--- src/rtl/vote_recorder.sv ---
// Voting-machine front end: synchronises and debounces four candidate buttons, accepts one
// vote per clean single-button press in vote mode, and keeps saturating per-candidate tallies.
module vote_recorder #(
    parameter int unsigned DEBOUNCE_CYCLES = 1_000_000,
    parameter int unsigned LOCKOUT_CYCLES  = 100_000_000
) (
    input  logic       clock,
    input  logic       reset,
    input  logic       mode,
    input  logic       candidate1_button,
    input  logic       candidate2_button,
    input  logic       candidate3_button,
    input  logic       candidate4_button,
    output logic [7:0] candidate1_vote,
    output logic [7:0] candidate2_vote,
    output logic [7:0] candidate3_vote,
    output logic [7:0] candidate4_vote,
    output logic [9:0] total_votes,
    output logic       valid_vote_casted,
    output logic       invalid_press,
    output logic       busy
);

    localparam int unsigned DbW = $clog2(DEBOUNCE_CYCLES);
    localparam int unsigned HoW = (LOCKOUT_CYCLES > 1) ? $clog2(LOCKOUT_CYCLES) : 1;
    localparam logic [DbW-1:0] DbLast = DbW'(DEBOUNCE_CYCLES - 1);
    localparam logic [HoW-1:0] HoLoad = HoW'(LOCKOUT_CYCLES - 1);

    typedef enum logic [2:0] {
        StIdle,
        StCast,
        StReject,
        StWaitRelease,
        StHoldoff
    } state_e;

    logic [3:0]     raw;
    logic [3:0]     sync1_q, sync2_q;
    logic [3:0]     deb_q, deb_prev_q;
    logic [3:0]     armed_q;
    logic [1:0]     fill_q;
    logic [DbW-1:0] db_cnt_q [4];
    logic [3:0]     press;
    logic           multi_press;
    logic           other_high;

    state_e         state_q, state_d;
    logic [HoW-1:0] hold_q, hold_d;
    logic [7:0]     tally_q [4];
    logic [9:0]     total_q;
    logic           valid_q, invalid_q, busy_q;
    logic           cast_now, reject_now;

    assign raw = {candidate4_button, candidate3_button, candidate2_button, candidate1_button};

    // A button is armed only once it has been seen released after reset, so a button held
    // through reset cannot register as a fresh press.
    always_ff @(posedge clock or negedge reset) begin
        if (!reset) begin
            sync1_q    <= '0;
            sync2_q    <= '0;
            deb_q      <= '0;
            deb_prev_q <= '0;
            armed_q    <= '0;
            fill_q     <= '0;
            for (int k = 0; k < 4; k++) begin
                db_cnt_q[k] <= '0;
            end
        end else begin
            sync1_q    <= raw;
            sync2_q    <= sync1_q;
            deb_prev_q <= deb_q;
            if (fill_q != 2'd2) begin
                fill_q <= fill_q + 2'd1;
            end
            armed_q <= armed_q | ({4{fill_q == 2'd2}} & ~sync2_q & ~deb_q);
            for (int k = 0; k < 4; k++) begin
                if (sync2_q[k] == deb_q[k]) begin
                    db_cnt_q[k] <= '0;
                end else if (db_cnt_q[k] == DbLast) begin
                    deb_q[k]    <= sync2_q[k];
                    db_cnt_q[k] <= '0;
                end else begin
                    db_cnt_q[k] <= db_cnt_q[k] + DbW'(1);
                end
            end
        end
    end

    assign press       = deb_q & ~deb_prev_q & armed_q;
    assign multi_press = (press & (press - 4'd1)) != 4'd0;
    assign other_high  = (deb_q & ~press) != 4'd0;

    always_comb begin
        state_d = state_q;
        hold_d  = hold_q;
        unique case (state_q)
            StIdle: begin
                if (!mode && press != 4'd0) begin
                    state_d = (multi_press || other_high) ? StReject : StCast;
                end
            end
            StCast, StReject: state_d = StWaitRelease;
            StWaitRelease: begin
                if (deb_q == 4'd0) begin
                    state_d = StHoldoff;
                    hold_d  = HoLoad;
                end
            end
            StHoldoff: begin
                if (hold_q == '0) begin
                    state_d = StIdle;
                end else begin
                    hold_d = hold_q - HoW'(1);
                end
            end
            default: state_d = StIdle;
        endcase
    end

    assign cast_now   = (state_q == StIdle) && (state_d == StCast);
    assign reject_now = (state_q == StIdle) && (state_d == StReject);

    // Tallies update on the edge entering CAST so the registered outputs show the new
    // count and the pulse during the CAST cycle itself.
    always_ff @(posedge clock or negedge reset) begin
        if (!reset) begin
            state_q   <= StIdle;
            hold_q    <= '0;
            total_q   <= '0;
            valid_q   <= 1'b0;
            invalid_q <= 1'b0;
            busy_q    <= 1'b0;
            for (int k = 0; k < 4; k++) begin
                tally_q[k] <= '0;
            end
        end else begin
            state_q   <= state_d;
            hold_q    <= hold_d;
            valid_q   <= cast_now;
            invalid_q <= reject_now;
            busy_q    <= (state_d != StIdle);
            if (cast_now) begin
                for (int k = 0; k < 4; k++) begin
                    if (press[k] && tally_q[k] != 8'hFF) begin
                        tally_q[k] <= tally_q[k] + 8'd1;
                    end
                end
                if (total_q != 10'h3FF) begin
                    total_q <= total_q + 10'd1;
                end
            end
        end
    end

    assign candidate1_vote   = tally_q[0];
    assign candidate2_vote   = tally_q[1];
    assign candidate3_vote   = tally_q[2];
    assign candidate4_vote   = tally_q[3];
    assign total_votes       = total_q;
    assign valid_vote_casted = valid_q;
    assign invalid_press     = invalid_q;
    assign busy              = busy_q;

endmodule
--- config.mk ---
export PLATFORM = sky130hd
export DESIGN_NAME = vote_recorder
export DESIGN_NICKNAME = d
export VERILOG_FILES = /design/src/rtl/vote_recorder.sv
export SDC_FILE = /design/constraint.sdc
export NUM_CORES = 1
export LEC_CHECK = 0
export CAP_MARGIN = 25
export CORE_AREA = 2 2 102 143
export DETAILED_ROUTE_END_ITERATION = 7
export DIE_AREA = 0 0 104 145
export PLACE_DENSITY_LB_ADDON = 0.2
export SYNTH_ARGS = -nofsm -noshare
export SYNTH_HDL_FRONTEND = slang
export SYNTH_SLANG_ARGS = --single-unit
--- constraint.sdc ---
create_clock -name clock -period 3.8 [get_ports clock]
set_input_delay 0.76 -clock clock [delete_from_list [all_inputs] [get_ports clock]]
set_output_delay 0.76 -clock clock [all_outputs]
set_load 0.005 [all_outputs]
## Word-level counts from Yosys, hierarchy flattened

Index checks and enable logic that the tools add are counted.

- Register bits after elaboration: 177
- Bits of input ports: 7
- Output and inout bits: 45
- Logic and storage cells: 117

- Add/sub/neg operators: 12
- Equal/unequal tests: 23
- Mux-type cells: 16
- Bitwise operators: 15
- Reductions and logical operators: 28

Operator list:

| kind | number |
|---|---|
| $mux 20 | 8 |
| $add 20x1->20 const B | 4 |
| $eq 20x20->1 const B | 4 |
| $mux 27 | 2 |
| $pmux 27 s2 | 1 |
| $add 8x1->8 const B | 4 |
| $ne 8x8->1 const B | 4 |
| $logic_not 27->1 | 1 |
| $sub 27x1->27 const B | 1 |
| $and 4x4->4 | 6 |
| $reduce_and 2->1 | 9 |
| $not 4->4 | 4 |
| $pmux 3 s4 | 1 |
| $reduce_bool 4->1 | 3 |
| $add 10x1->10 const B | 1 |
| $ne 10x10->1 const B | 1 |
| $eq 3x2->1 const B | 3 |
| $mux 3 | 3 |
| $logic_and 1x1->1 | 7 |
| $eq 3x1->1 const B | 2 |
| $ne 2x2->1 const B | 3 |
| $eq 1x1->1 | 4 |
| $logic_not 4->1 | 1 |
| $not 1->1 | 4 |
| 13 further kinds | 13 |

## Logic depth before layout (Yosys ltp)

- Word-level depth: 13
- Gate-level depth with buffers: 9
- Depth with buffers taken out: 8

## Worst setup path after synthesis

Ideal clock, no wire load.

- Kind: input port to flip-flop
- Start: in mode
- End: reg total_q[1], in the netlist total_votes[1]
- Setup time: 0.128 ns
- Arrival time: 2.283 ns
- Data required time: 3.672 ns
- Setup slack: 1.389 ns
- Cell stages on the path: 6
- Buffers on the path: 1
- Cells stage by stage: or4_1 > a41oi_2 > o311ai_1 > nor2b_1 > clkbuf_1 > mux2_1

- Cells in the longest elaborated chain, start to end: 7

Ends and longest elaborated chain:

| what | RTL line | source |
|---|---|---|
| from (decl) | 9 | `input logic mode,` |
| $logic_not 1->1 | 99 | `if (!mode && press != 4'd0) begin` |
| $logic_and 1x1->1 | 99 |  |
| $mux 3 | 99 |  |
| $pmux 3 s4 | 97 | `unique case (state_q)` |
| $eq 3x1->1 | 121 | `assign cast_now = (state_q == StIdle) && (state_d == StCast);` |
| $logic_and 1x1->1 | 121 |  |
| $reduce_and 2->1 (no line) | -- |  |
| to (signal assigned) | 150 | `total_q <= total_q + 10'd1;` |
| to (decl) | 50 | `logic [9:0] total_q;` |

Every way passes these cells.
A chain may end at the register's enable or synchronous reset.

## Worst setup path in the final report

Ends and elaborated chain as after synthesis.

==> impl_metrics.ini <==
[routing]
vias = 5813
wire_per_inst_um = 15.4
drt-total-wl_um = 16100
route.detailed.drc = 0
ant_nets = 0
viasPerCell = 5.59
first_iter_violations = 272
firstDrtPassIters = 4

[hold_path]
hold_path_class = reg -> reg

[setup_path]
crit_fanout = 7
worstSetupEndpointType = register
max_stage_delay_ns = 0.48
cp.arrival_ns = 3.07
critPathKind = in -> reg
cp_num_buf_inv = 1
cp_top_family = simple AND/OR/NAND/NOR gates
crit_slowest_cell = nor2b_1
cp-start-kind = primary input
critPathRequiredTime_ns = 4.10
crit_chain = clkdlybuf4s50_1 -> or4_1 -> a41oi_2 -> o311ai_1 -> nor2b_1 -> mux2_1

[sta]
fmax_mhz = 361
worstMarginPinSlew_ns = 0.947
hold_slack_ns = 0.345
finalWorstSetupSlack_ns = 1.03
slew_viol_final = 0
setup_viol = 0
finClkSkew_ns = 0.0128
fin_crit_sh_pct = 72.8
hold_viol_final = 0
finalCriticalPeriod_ns = 2.77
slew_headroom_pct = 36.3
tns_ns = 0
rsz0062_at_grt = no

[clocking]
cts_tree = yes
cts_root_buffer = clkbuf_16
post_cts_resized = 0
clkLatencyLatePin_ns = 0.42
clk_pin_slew_worst_paths_ns = 0.07
postCtsHoldBufs = 0
cts_sinks = 177
cts_inserted_buffers = 17
cts_buffer_depth = 2
h-tree-depth = 4
postCtsSetupBuffers = 0

[die]
die_height_um = 145
coreArea_um2 = 13800
dieWidth_um = 104
rows = 51
die-area_um2 = 15100
initial_core_util_pct = 59.1
ios = 52

[final_layout]
final_nets = 860
drive_above_1_share_pct = 6.78
synthToLayoutAreaGrowth_pct = 16.2
antenna_cells = 0
final_common_cell = dfrtp_1
final_cell_mix = dfrtp_1, nor2_1, xor2_1

[pwr]
power_mw = 3.75
cellPowerDensity_nw_per_um2 = 396
p_leak_nw = 4.09
peakVddDrop_v = 0.000265

[place]
pre_cts_slack_ns = 0.671
io_buffers = 51
gp_congestion = 0.770
dp_hpwl_um = 10900

[yosys]
async_reset_ff_share_pct = 100
ys.flop_type = dfrtp_1
synthDominantCellAreaShare_pct = 54.4
synth_edf_count = 0
yosysTopAreaCell = dfrtp_1
netlist_area_um2 = 8150
ys_ff_latch = 177
seq_area_frac_synth_pct = 54.4
yosys_warnings = 0
netlist_top_cells_area = dfrtp_1, xor2_1, nor2_1
synthesis.nets = 801
synthCells = 783
avgSynthCellArea_um2 = 10.4
ys_types = 52

[status]
status = finished, final reports clean

[grt]
antenna_found_initial = 0
gr-total-overflow = 0
grtUsageTotal_pct = 23.0
grt_pass1_wl_um = 28500
grt_max_degree = 81
grt_pass1_vias = 6076

[run]
cap_violations = 0
[synthesized netlist by cell type (3+ instances only)]
cell type  count
and4_1        10
and2_1         4
a21oi_1       10
inv_1         18
xor2_1        74
nand2_1       68
or2_2          6
nor4b_1        4
xnor2_1       51
nor3_1        21
nor4_1        14
clkbuf_1      13
a31oi_1        3
mux2_2         7
nand2b_1       6
dfrtp_1      177
ha_1          11
or3_1          7
o31ai_1        3
nand3_1       59
nor3b_1        3
nor2_1       122
nand4_1       21
o21ai_0        8
and3_1        18
nand3b_1       9
[logic make-up after synthesis]
group / after synthesis / share of synthesized area, %
and+or+nand+nor: 390 / 24.5
xor gates and xnor gates: 125 / 13.4
muxes: 11 / 1.49
AOI/OAI and AO/OA: 36 / 2.92
adders and majority gates: 11 / 1.69
buffers and inverters: 33 / 1.55
DFF: 177 / 54.4
[final cells by class]
class	instances	area (µm²)
Clock inverter	13	153
Sequential cell	177	4430
Clock buffer	19	443
Timing Repair Buffer	55	554
Multi-Input combinational cell	573	3590
Fill cell	1039	4310
Inverter	18	67.6
Tap cell	185	231
[flip-flops by register name, indices dropped and copies added (netlist names), 2 cells and up]
name and count:
sync2_q 4, armed_q 4, candidate4_vote 8, db_cnt_q 80, deb_q 4, candidate2_vote 8
fill_q 2, sync1_q 4, state_q 3, hold_q 27, total_votes 10, candidate1_vote 8
candidate3_vote 8, deb_prev_q 4
[final timing paths]
kind                                  from              to  slack (ns)  cells after the start
worst min register to register  sync1_q[2]      sync2_q[2]        0.34                      0
worst min-delay path            sync1_q[2]      sync2_q[2]        0.34                      0
min in group asynchronous            reset    db_cnt_q[35]        0.38                      1
worst max-delay path                  mode  total_votes[1]        1.03                      6
max in group asynchronous            reset      armed_q[0]        2.48                      2
worst max register to register  state_q[0]  total_votes[1]        1.29                      5
[routing by layer]
layer / share of wire, % / GRT usage (%) / wire length (µm)
met5: 0 / 0 / 0
met2: 54 / 41.2 / 8610
met1: 43 / 27.9 / 6830
met3: 2.4 / 4.31 / 384
met4: 1.4 / 7.36 / 229
[metrics by stage]
| step | std cells | util [%] | cell area (µm²) |
|---|---|---|---|
| 2_1_floorplan | 783 | - | 8150 |
| 3_3_place_gp | 1008 | 64.4 | 8870 |
| 3_5_place_dp | 1008 | 64.4 | 8870 |
| 4_1_cts | 1040 | 68.7 | 9470 |
| 5_1_grt | 1040 | 68.7 | 9470 |
| 6_report | 1040 | 68.7 | 9470 |
[power by group]
part | internal [mW] | switching (mW)
Combinational | 0.0217 | 0.0608
Clock | 0.999 | 0.756
Sequential | 1.90 | 0.0138
Total | 2.92 | 0.831
No activity file was read; power rests on OpenSTA's default activity.
